## config.mk

```make
export PLATFORM = sky130hd
export DESIGN_NAME = nibble_serial_subtractor
export DESIGN_NICKNAME = d
export VERILOG_FILES = /design/src/rtl/nibble_serial_subtractor.sv
export SDC_FILE = /design/constraint.sdc
export NUM_CORES = 1
export LEC_CHECK = 0
export CORE_UTILIZATION = 45
export CTS_CLUSTER_DIAMETER = 30
export DETAILED_ROUTE_END_ITERATION = 8
export GPL_TIMING_DRIVEN = 0
export PLACE_DENSITY = 0.72
export REMOVE_ABC_BUFFERS = 1
export SLEW_MARGIN = 15
export SYNTH_ARGS = -nofsm -noshare
export SYNTH_HDL_FRONTEND = slang
export SYNTH_SLANG_ARGS = --single-unit
```

## constraint.sdc

```tcl
create_clock -name clk -period 3.1 [get_ports clk]
set_input_delay 0.465 -clock clk [delete_from_list [all_inputs] [get_ports clk]]
set_output_delay 0.465 -clock clk [all_outputs]
set_load 0.05 [all_outputs]
```

## src/rtl/nibble_serial_subtractor.sv

```systemverilog
// Multi-cycle subtractor: one 4-bit lookahead slice walks the operands LSB nibble first,
// producing a - b plus borrow and signed-overflow flags after WIDTH/4 slice steps.
module nibble_serial_subtractor #(
   parameter int WIDTH = 16
) (
   input  logic             clk,
   input  logic             rst,
   input  logic             start,
   input  logic [WIDTH-1:0] a,
   input  logic [WIDTH-1:0] b,
   output logic             ready,
   output logic             done,
   output logic [WIDTH-1:0] diff,
   output logic             borrow_out,
   output logic             overflow
);

   localparam int NIB = WIDTH / 4;
   localparam int CW  = $clog2(NIB);

   typedef enum logic [1:0] {IDLE, RUN, DONE} state_t;

   state_t           state;
   state_t           state_next;
   logic [WIDTH-1:0] a_reg;
   logic [WIDTH-1:0] b_reg;
   logic             carry;
   logic [CW-1:0]    cnt;
   logic [CW+1:0]    idx;
   logic             last;
   logic [3:0]       a_nib;
   logic [3:0]       b_nib;
   logic [3:0]       g;
   logic [3:0]       p;
   logic [4:0]       c;
   logic [3:0]       sum;

   // Slice adds a + ~b + carry; carry-in of 1 on the first nibble completes the two's complement.
   always_comb begin
      idx   = {cnt, 2'b00};
      last  = (cnt == CW'(NIB - 1));
      a_nib = a_reg[idx +: 4];
      b_nib = ~b_reg[idx +: 4];
      g     = a_nib & b_nib;
      p     = a_nib ^ b_nib;
      c[0]  = carry;
      c[1]  = g[0] | (p[0] & c[0]);
      c[2]  = g[1] | (p[1] & g[0]) | (p[1] & p[0] & c[0]);
      c[3]  = g[2] | (p[2] & g[1]) | (p[2] & p[1] & g[0]) | (p[2] & p[1] & p[0] & c[0]);
      c[4]  = g[3] | (p[3] & g[2]) | (p[3] & p[2] & g[1]) | (p[3] & p[2] & p[1] & g[0])
            | (p[3] & p[2] & p[1] & p[0] & c[0]);
      sum   = p ^ c[3:0];
   end

   always_ff @(posedge clk) begin
      if (rst) state <= IDLE;
      else     state <= state_next;
   end

   always_comb begin
      state_next = state;
      ready      = 1'b0;
      done       = 1'b0;
      case (state)
         IDLE: begin
            ready = 1'b1;
            if (start) state_next = RUN;
         end
         RUN: begin
            if (last) state_next = DONE;
         end
         DONE: begin
            done       = 1'b1;
            state_next = IDLE;
         end
         default: state_next = IDLE;
      endcase
   end

   // Flags are taken from the final slice, so they appear together with done.
   always_ff @(posedge clk) begin
      if (rst) begin
         a_reg      <= '0;
         b_reg      <= '0;
         carry      <= 1'b0;
         cnt        <= '0;
         diff       <= '0;
         borrow_out <= 1'b0;
         overflow   <= 1'b0;
      end else begin
         case (state)
            IDLE: begin
               if (start) begin
                  a_reg <= a;
                  b_reg <= b;
                  carry <= 1'b1;
                  cnt   <= '0;
               end
            end
            RUN: begin
               diff[idx +: 4] <= sum;
               carry          <= c[4];
               cnt            <= last ? '0 : cnt + 1'b1;
               if (last) begin
                  borrow_out <= ~c[4];
                  overflow   <= (a_reg[WIDTH-1] != b_reg[WIDTH-1]) && (sum[3] != a_reg[WIDTH-1]);
               end
            end
            default: ;
         endcase
      end
   end

endmodule

```

Word-level counts from Yosys, hierarchy flattened
Cells that the tools add are included.
{"block": "totals", "register_bits": 55, "out_inout_bits": 20, "in_bits": 35, "elab_cells": 70}
{"block": "classes", "n_eq_ne": 7, "n_mux": 11, "n_bitwise": 31, "shifts": 4, "n_reduce_logical": 7, "addsub": 2}
{"cell": "$shiftx A16 B5 Y4", "n": 2}
{"cell": "$and A1 B1 Y1", "n": 16}
{"cell": "$bwmux W16", "n": 1}
{"cell": "$shift A4 B6 Y16 const A", "n": 1}
{"cell": "$shiftx A4 B6 Y16", "n": 1}
{"cell": "$or A1 B1 Y1", "n": 10}
{"cell": "$mux W2", "n": 4}
{"cell": "$pmux W2 S2", "n": 2}
{"cell": "$reduce_and A2 Y1", "n": 4}
{"cell": "$xor A4 B4 Y4", "n": 2}
{"cell": "$neg A4 Y6", "n": 1}
{"cell": "$and A4 B4 Y4", "n": 1}
{"cell": "$eq A2 B2 Y1 const B", "n": 2}
{"cell": "$ne A2 B2 Y1 const B", "n": 2}
{"cell": "$not A4 Y4", "n": 1}
{"cell": "$mux W1", "n": 3}
{"cell": "$add A2 B1 Y2 const B", "n": 1}
{"cell": "$eq A2 B1 Y1 const B", "n": 1}
{"cell": "$logic_not A2 Y1", "n": 1}
{"cell": "$ne A1 B1 Y1", "n": 2}
{"cell": "$pmux W1 S2", "n": 1}
{"cell": "$reduce_bool A2 Y1", "n": 1}
{"cell": "$logic_and A1 B1 Y1", "n": 1}
{"cell": "$not A1 Y1", "n": 1}

Depth between registers and ports, before layout
Gate-level depths: netlist of run 1.
{"block": "logic_depth", "word_depth": 10, "depth_mapped": 8, "mapped_depth_nobuf": 7}

Least setup slack after synthesis of run 1
OpenSTA, ideal clock, no wires.
{"block": "synth_path", "kind": "reg2reg", "startpoint": "register cnt[0]", "endpoint": "register overflow", "required_ps": 3009, "setup_ps": 91, "period_less_slack_ps": 2581, "t_arrival_ps": 2490, "path_stages_with_launch": 8, "slack_ps": 519, "path_buffers": 1, "cell_sequence": "dfxtp_1 > buf_2 > mux4_2 > ha_1 > o21ai_1 > o21ai_2 > a311o_1 > a311oi_1"}
{"block": "synth_between", "elab_chain_len": 10, "elab_cells_between_ends": 18, "cone_classes": "eq/ne: 2; shift: 2; bitwise: 12; reduce/logical: 2"}
{"item": "start: declaration", "line_no": "28", "rtl": "logic [CW-1:0] cnt;"}
{"item": "start signal: assignment", "line_no": "103", "rtl": "cnt <= last ? '0 : cnt + 1'b1;"}
{"item": "$shiftx A16 B5 Y4", "line_no": "43", "rtl": "b_nib = ~b_reg[idx +: 4];"}
{"item": "$not A4 Y4", "line_no": "43"}
{"item": "$xor A4 B4 Y4 / $and A4 B4 Y4 (equally long branches)", "line_no": "45, 44"}
{"item": "$and A1 B1 Y1", "line_no": "49", "rtl": "c[3] = g[2] | (p[2] & g[1]) | (p[2] & p[1] & g[0]) | (p[2] & p[1] & p[0] & c[0]);"}
{"item": "$or A1 B1 Y1 / $and A1 B1 Y1 (equally long branches) (2 in a row)", "line_no": "49"}
{"item": "$or A1 B1 Y1", "line_no": "49"}
{"item": "$xor A4 B4 Y4", "line_no": "52", "rtl": "sum = p ^ c[3:0];"}
{"item": "$ne A1 B1 Y1", "line_no": "106", "rtl": "overflow <= (a_reg[WIDTH-1] != b_reg[WIDTH-1]) && (sum[3] != a_reg[WIDTH-1]);"}
{"item": "$logic_and A1 B1 Y1", "line_no": "106"}
{"item": "end signal: assignment", "line_no": "106"}
{"item": "end: declaration", "line_no": "15", "rtl": "output logic overflow"}
Several ways; a longest one is shown, not always the timed one.
A chain may end at the register's enable or synchronous reset.

Worst setup path after layout of run 1
Same ends and word-level chain as after synthesis.

==> metrics.yaml, run 1 <==
layout:
  n_antenna_cell: 0
  final_nets: 371
  drive_gt1_share_pct: 9.82
  final_common_cell: "nand2_1"
  area_delta_synth_final_pct: 28.1
  final_cell_mix: "71 x nand2_1, 54 x dfxtp_1, 53 x clkdlybuf4s50_1, 37 x a21oi_1, 19 x nor2_1"
global_route:
  met3_usage_pct: 4.43
  use_met2_pct: 29.3
  groute.layer.met1.usage_pct: 25.3
  grt.busiest_layer: "met2"
  grt_max_degree: 34
  gr-usage-all-layers_pct: 18.5
  grt_overflow: 0
  grt_pass1_vias: 1909
  grt_antenna_before_repair: 0
  grt_first_pass_wirelength_um: 8740
routing:
  drc: 0
  ant_nets: 0
  vias: 2069
  viasPerCell: 5.22
  drt_first_pass_iters: 4
  post_drt_wl_per_cell_um: 12.7
  wirelength_um: 5020
  first_iter_violations: 162
logic_synthesis:
  ys_warn_count: 0
  netlist_area_mm2: 0.00248
  post_synth.cell_area_avg_um2: 8.89
  synth-seq-area-share_pct: 44.4
  ys_types: 38
  synth.area.top_cells: "dfxtp_1 44%, nand2_1 11%, a21oi_1 7.5%, mux4_2 7.3%, ha_1 5.0%"
  synth_cells: 279
  ys_ff_latch: 55
  synth_top_area_share_pct: 44.4
  yosysTopAreaCell: "dfxtp_1"
setup_path:
  reg2reg_from: "cnt[0]"
  critPathMaxFanout: 16
  reg2regPathDepth: 6
  arrival_ps: 2960
  timing.rr.end: "overflow"
  path_class: "flip-flop to flip-flop"
  required_ps: 3330
  cp-end-kind: "flip-flop"
  cp-start-kind: "flip-flop"
  cp-startpoint: "cnt[0]"
  rrSetupSlack_ps: 370
min_path:
  holdPathStages: 2
  min_to: "a_reg[9]"
  min_path_type: "flip-flop to flip-flop"
  hold_start: "a_reg[9]"
power:
  p_leak_nw: 1.14
  switching_power_mw: 0.405
  p_sw_share_pct: 26.5
  seqPwrFrac_pct: 50.1
  pwr-share-comb_pct: 17.8
  p_per_area_mw_per_mm2: 481
  clockPowerShare_pct: 32.1
  p_int_mw: 1.12
  ir_drop_uv: 271
sta:
  tightestPinTransition_ps: 1010
  relSlewSlack_pct: 32.7
  fin_tns_setup_ps: 0
  max_clock_freq_ghz: 0.366
  finClkSkew_ps: 7.82
  finalCritPeriodShare_pct: 88.2
  fin_ws_ps: 366
  setup_viol: 0
  finalCriticalPeriod_ps: 2730
  report.final.slew_viol_count: 0
  hold_viol: 0
  rsz0062_at_grt: "false"
cts:
  clkSinkCount: 55
  path_clk_slew_ps: 100
  cts_tree: "done"
  clockRootBuffer: "clkbuf_8"
  clk_path_buf_depth: 2
  cts_buffers: 5
  htree_num_levels: 2
  clk_latency_ps: 310
floorplan:
  placeableCoreArea_mm2: 0.00520
  start_util_pct: 47.6
  io_pins: 55
  die_h_um: 76.2
  dieArea_mm2: 0.00581
  num_rows: 26
  die_w_um: 76.2
placed_design:
  io_buffer_count: 54
  dpl_worst_slack_ps: 15.4
  hpwl_um: 3490
  gp_congestion: 0.760
outcome:
  status: "finished, final reports clean"
flow_run:
  maxCapViolations: 0
stage by stage:
stage / hold slack (ps) / instance area [um^2] / instances / utilization (%) / power, mW
3_5_place_dp: 446 / 3060 / 388 / 58.7 / 1.06
6_report: 456 / 3180 / 396 / 61.0 / 1.53
5_1_grt: 472 / 3180 / 396 / 61.0 / 1.60
2_1_floorplan: 427 / 2410 / 263 / - / 0.941
3_3_place_gp: 439 / 3030 / 387 / 58.3 / 1.05
4_1_cts: 459 / 3180 / 396 / 61.0 / 1.54
cells in the mapped netlist (all sizes together):
cell and number:
nand2 72, dfxtp 55, a21oi 37, nor2 19, inv 11, a22oi 10, ha 10, clkbuf 9
mux4 8, buf 7, nand4 6, a32oi 4, nand3b 4, nor3 3, nor4b 3, a21o 2
and2 2, and2b 2, o21ai 2, a211o 1, a211oi 1, a311o 1, a311oi 1, and4b 1
fa 1, mux2i 1, nand4b 1, nor2b 1, nor4 1, o21bai 1, or2 1, xnor2 1
cell type report:
type	count	area, um^2
tap	70	87.6
inverter	11	41.3
timing repair buffer	55	563
clock inverter	2	35.0
sequential	55	1100
multi-input combinational	197	1260
clock buffer	6	82.6
fill	497	2030
worst max path at each step:
stage                           to  slack (ps)  cells past startpoint
final                     overflow         370                      6
after global routing      overflow         200                      6
after floorplan           overflow         400                      6
after CTS                 overflow         320                      6
after global placement    overflow          40                      6
after detailed placement  overflow          20                      6
metal layers:
metal	vias to the layer above	part of all wire (%)
met4	0	0.58
met3	4	5.5
met2	58	47
met5	-	0
met1	956	47
li1	1051	-
power groups by stage:
stage          combinational (mW)  sequential, mW  clock [mW]
5_1_grt                     0.301           0.771       0.528
2_1_floorplan               0.149           0.792           0
3_5_place_dp                0.274           0.782           0
3_3_place_gp                0.267           0.781           0
6_report                    0.272           0.765       0.490
4_1_cts                     0.275           0.765       0.500
what timing repair did:
action | CTS | global route
hold buffers | 0 | 0
endpoints found under the setup margin | 1 | 0
setup buffers | 0 | 0
gates resized for setup | 1 | 0
worst max-delay path: stages (launching register included):
cell	delay (ps)
dfxtp_2	650
mux4_2	610
ha_1	340
a211oi_2	280
o21ai_2	160
a311o_1	370
a311oi_1	240
cells by family after synthesis:
family / synth area share, %
and+or+nand+nor: 22.0
AOI/OAI and AO/OA: 15.1
DFF: 44.4
buffers and inverters: 4.64
adders and majority gates: 5.85
muxes: 7.67
xor gates and xnor gates: 0.353
No activity file was read; power rests on OpenSTA's default activity.
==> run 2, diff against run 1 <==
--- a/config.mk
+++ b/config.mk
@@ -11,6 +11,7 @@
 export GPL_TIMING_DRIVEN = 0
 export PLACE_DENSITY = 0.72
 export REMOVE_ABC_BUFFERS = 1
+export SKIP_CTS_REPAIR_TIMING = 1
 export SLEW_MARGIN = 15
 export SYNTH_ARGS = -nofsm -noshare
 export SYNTH_HDL_FRONTEND = slang
==> constraint.sdc (replaced) <==
create_clock -name clk -period 2.81 [get_ports clk]
set_input_delay 0.4215 -clock clk [delete_from_list [all_inputs] [get_ports clk]]
set_output_delay 0.4215 -clock clk [all_outputs]
set_load 0.05 [all_outputs]
==> metrics.yaml, run 2 (synthesis results as in run 1) <==
layout:
  stdcell_area_mm2: 0.00318  # about the same
  final-seq-area_mm2: 0.00110  # +0.23%
  multi_input_area_mm2: 0.00126  # unchanged
  drive_gt1_share_pct: 9.82  # unchanged
  final_common_cell: "nand2_1"
  final_cell_mix: "71 x nand2_1, 54 x dfxtp_1, 53 x clkdlybuf4s50_1, 37 x a21oi_1, 19 x nor2_1"
  n_antenna_cell: 0  # unchanged
  fill_cells: 493  # -0.80%
  area_delta_synth_final_pct: 28.2  # about the same
  final_nets: 371  # unchanged
  final_util_pct: 61.1  # about the same
sta:
  report.final.slew_viol_count: 0  # unchanged
  finClkSkew_ps: 7.46  # -0.356 ps
  max_clock_freq_ghz: 0.379  # +3.6%
  tightestPinTransition_ps: 1010  # +5.86 ps
  finalCriticalPeriod_ps: 2640  # -94.5 ps
  finalCritPeriodShare_pct: 93.9  # +5.7 points
  holdWs_ps: 456  # +0.0720 ps
  setup_viol: 0  # unchanged
  hold_viol: 0  # unchanged
  rsz0062_at_grt: "false"
  relSlewSlack_pct: 32.3  # -0.39 points
cts:
  cts_tree: "done"
  clkSinkCount: 55  # unchanged
  htree_num_levels: 2  # unchanged
  clk_latency_ps: 310  # about the same
  clk_path_buf_depth: 2  # unchanged
  path_clk_slew_ps: 100  # about the same
  cts_buffers: 5  # unchanged
  clockRootBuffer: "clkbuf_8"
flow_run:
  maxCapViolations: 0  # unchanged
routing:
  ant_nets: 0  # unchanged
  post_drt_wl_per_cell_um: 12.7  # +0.18%
  vias: 2055  # -0.68%
  viasPerCell: 5.19  # -0.68%
  drt_first_pass_iters: 4  # unchanged
  wirelength_um: 5020  # +0.18%
  first_iter_violations: 151  # -6.8%
  drc: 0  # unchanged
setup_path:
  required_ps: 3040  # -290 ps
  cp_top_family: "compound AO/OA/AOI/OAI gates"
  critPathMaxFanout: 13  # -3
  worstPathCellList: "mux4_2 -> ha_1 -> a211oi_2 -> o21ai_2 -> a311o_1 -> a311oi_1"
  max_stage_delay_ps: 720  # +70 ps
  cp-start-kind: "flip-flop"
  arrival_ps: 2870  # -90 ps
  critPathSlowestCell: "dfxtp_1"
  cp.buffers_inverters: 0  # unchanged
  path_class: "flip-flop to flip-flop"
  cp-end-kind: "flip-flop"
global_route:
  grt_overflow: 0  # unchanged
  grt_antenna_before_repair: 0  # unchanged
  grt_first_pass_wirelength_um: 8740  # unchanged
  grt_max_degree: 34  # unchanged
  grt_pass1_vias: 1909  # unchanged
  gr-usage-all-layers_pct: 18.5  # unchanged
power:
  p_total_mw: 1.68  # +10%
  ir_drop_uv: 299  # +10%
  p_per_area_mw_per_mm2: 530  # +10%
  p_leak_nw: 1.14  # about the same
floorplan:
  start_util_pct: 47.6  # unchanged
  die_h_um: 76.2  # unchanged
  io_pins: 55  # unchanged
  die_w_um: 76.2  # unchanged
  dieArea_mm2: 0.00581  # unchanged
  placeableCoreArea_mm2: 0.00520  # unchanged
  num_rows: 26  # unchanged
min_path:
  min_path_type: "flip-flop to flip-flop"
placed_design:
  io_buffer_count: 54  # unchanged
  placed_area_mm2: 0.00306  # unchanged
  gp_congestion: 0.760  # unchanged
  hpwl_um: 3490  # unchanged
outcome:
  status: "finished, final reports clean"
## run 2: cell types whose count changed in the layout (fill, tap and decap cells not counted)
cell     before  now
dfxtp_4       0    1
dfxtp_2       1    0
## run 2: final timing paths
check	start	to	slack [ps]	depth (start not counted)
setup / recovery	cnt[1]	overflow	170	6
hold / removal	a_reg[9]	a_reg[9]	460	2
setup reg to reg	cnt[1]	overflow	170	6
hold reg to reg	a_reg[9]	a_reg[9]	460	2
## run 2: layer usage
metal,GRT usage (%),wire [um],up-vias
li1,-,-,1052
met1,25.3,2400,945
met2,29.3,2350,54
met3,4.43,256,4
met4,4.62,26,0
met5,0,0,-
## run 2: layout make-up
cell class,count,area share (%)
timing repair buffer,55,17.7
tap,70,2.75
clock buffer,6,2.60
sequential,55,34.8
multi-input combinational,197,39.8
clock inverter,2,1.10
inverter,11,1.30
## run 2: worst min-delay path: stages, from the launching register on
cell and delay, ps:
dfxtp_1 320, nand2_1 50, a21oi_1 50
## run 2: metrics by stage
step / TNS (ps) / cells / setup WS (ps)
after floorplan: 0 / 263 / 112
after global placement: -803 / 387 / -251
after detailed placement: -753 / 388 / -275
after CTS: -789 / 396 / -292
after global routing: 0 / 396 / 15.3
final: 0 / 396 / 171
## run 2: power breakdown
group / total [mW] / switching, mW / internal, mW
clock: 0.541 / 0.252 / 0.289
sequential: 0.843 / 0.0289 / 0.814
combinational: 0.301 / 0.165 / 0.135
==> run 3, diff against run 2 <==
--- a/config.mk
+++ b/config.mk
@@ -5,8 +5,10 @@
 export SDC_FILE = /design/constraint.sdc
 export NUM_CORES = 1
 export LEC_CHECK = 0
+export CORE_MARGIN = 2
 export CORE_UTILIZATION = 45
 export CTS_CLUSTER_DIAMETER = 30
+export CTS_CLUSTER_SIZE = 16
 export DETAILED_ROUTE_END_ITERATION = 8
 export GPL_TIMING_DRIVEN = 0
 export PLACE_DENSITY = 0.72
==> metrics.yaml, run 3 (synthesis results as in run 1) <==
placed_design:
  dpl_worst_slack_ps: -214  # +60.8 ps
  io_buffer_count: 54  # unchanged
  hpwl_um: 3580  # +2.5%
  gp_congestion: 0.827  # +8.9%
  post-place-cells: 390  # +0.52%
flow_run:
  maxCapViolations: 0  # unchanged
cts:
  clk_latency_ps: 300  # about the same
  cts_buffers: 5  # unchanged
  path_clk_slew_ps: 100  # about the same
  clockRootBuffer: "clkbuf_8"
  clk_path_buf_depth: 2  # unchanged
  cts_tree: "done"
  htree_num_levels: 2  # unchanged
  clkSinkCount: 55  # unchanged
outcome:
  status: "finished, final reports clean"
global_route:
  grt_antenna_before_repair: 0  # unchanged
  gr-usage-all-layers_pct: 17.1  # -1.4 points
  grt_first_pass_wirelength_um: 8460  # -3.2%
  grt_overflow: 0  # unchanged
  grt_max_degree: 40  # +18%
  grt_pass1_vias: 1862  # -2.5%
setup_path:
  cp-start-kind: "flip-flop"
  timing.rr.end: "overflow"
  max_stage_delay_ps: 690  # -30 ps
  arrival_ps: 2790  # -80 ps
  rrSetupSlack_ps: 230  # +60 ps
  required_ps: 3030  # about the same
  critPathMaxFanout: 13  # unchanged
  critPathSlowestCell: "dfxtp_1"
  path_class: "flip-flop to flip-flop"
  cp_top_family: "compound AO/OA/AOI/OAI gates"
  cp.buffers_inverters: 0  # unchanged
  reg2reg_from: "cnt[1]"
  reg2regPathDepth: 6  # unchanged
  worstPathCellList: "mux4_2 -> ha_1 -> a211oi_2 -> o21ai_2 -> a311o_1 -> a311oi_1"
  cp-end-kind: "flip-flop"
sta:
  fin_ws_ps: 234  # +63.2 ps
  tightestPinTransition_ps: 1020  # +5.08 ps
  hold_viol: 0  # unchanged
  finalCriticalPeriod_ps: 2580  # -63.2 ps
  max_clock_freq_ghz: 0.388  # +2.5%
  setup_viol: 0  # unchanged
  report.final.slew_viol_count: 0  # unchanged
  relSlewSlack_pct: 32.1  # -0.17 points
  rsz0062_at_grt: "false"
  finClkSkew_ps: 9.20  # +1.74 ps
  finalCritPeriodShare_pct: 91.7  # -2.3 points
layout:
  fill_cells: 513  # +4.1%
  final_nets: 371  # unchanged
  final_cell_mix: "71 x nand2_1, 54 x dfxtp_1, 53 x clkdlybuf4s50_1, 37 x a21oi_1, 19 x nor2_1"
  drive_gt1_share_pct: 9.51  # -0.31 points
  fin_cells: 398  # +0.51%
  area_delta_synth_final_pct: 27.2
  multi_input_area_mm2: 0.00126  # about the same
  n_antenna_cell: 0  # unchanged
  final_common_cell: "nand2_1"
  final-seq-area_mm2: 0.00110  # unchanged
min_path:
  min_to: "a_reg[12]"
  min_path_type: "flip-flop to flip-flop"
  holdPathStages: 2  # unchanged
  hold_start: "a_reg[12]"
power:
  p_per_area_mw_per_mm2: 503  # -5.1%
  p_leak_nw: 1.12  # -1.6%
  p_total_mw: 1.59  # -5.8%
  ir_drop_uv: 297  # -0.99%
routing:
  viasPerCell: 5.09  # -1.9%
  wirelength_um: 4980  # -0.82%
  ant_nets: 0  # unchanged
  drc: 0  # unchanged
  post_drt_wl_per_cell_um: 12.5  # -1.3%
  vias: 2027  # -1.4%
  first_iter_violations: 63  # -58%
  drt_first_pass_iters: 4  # unchanged
floorplan:
  placeableCoreArea_mm2: 0.00541  # +3.8%
  start_util_pct: 45.9  # -1.8 points
  dieArea_mm2: 0.00612  # +5.3%
  io_pins: 55  # unchanged
  die_h_um: 78.2  # +2.6%
  die_w_um: 78.2  # +2.6%
  num_rows: 27  # +3.8%
==> run 3: cell count changes in the layout (fill, tap and decap cells not counted), sizes merged <==
| cell | delta |
|---|---|
| bufinv | -1 |
| clkinvlp | +1 |
==> run 3: cell type report <==
type	count	share of cell area, %
Tap cell	72	2.86
Inverter	11	1.31
Multi-Input combinational cell	197	40.1
Clock buffer	6	2.62
Sequential cell	55	35.0
Timing Repair Buffer	55	17.6
Clock inverter	2	0.516
==> run 3: layer usage <==
metal,wire length (um),vias up,track usage [%]
met5,0,-,0
met4,20,0,4.39
met3,257,2,3.68
met2,2500,55,30.9
met1,2210,917,20.7
li1,-,1053,-
==> run 3: power breakdown <==
group          switching (mW)  leakage [nW]  internal (mW)  total (mW)
Combinational           0.158         0.625          0.134       0.292
Clock                   0.250        0.0474          0.202       0.451
Sequential             0.0292         0.450          0.814       0.844
==> run 3: worst max path at each step <==
stage	to	depth (start not counted)	slack, ps	start
finish	overflow	6	230	cnt[1]
global route	overflow	7	20	cnt[1]
global placement	overflow	6	-220	cnt[0]
detailed placement	overflow	6	-210	cnt[0]
floorplan	overflow	6	110	cnt[0]
CTS	overflow	6	-250	cnt[0]
==> run 3: tightest hold or removal path: cells and delay by family, from the launching register on <==
kind / cells / cell delay, ps
AOI/OAI and AO/OA: 1 / 50
and+or+nand+nor: 1 / 50
DFF: 1 / 320
==> run 3: through the flow <==
stage,TNS (ps),cell area (um^2),hold WS (ps),util (%)
floorplan,0,2410,427,-
global route,0,3150,473,58.4
finish,0,3150,456,58.4
global placement,-513,3040,440,56.2
CTS,-555,3150,458,58.3
detailed placement,-355,3050,444,56.5
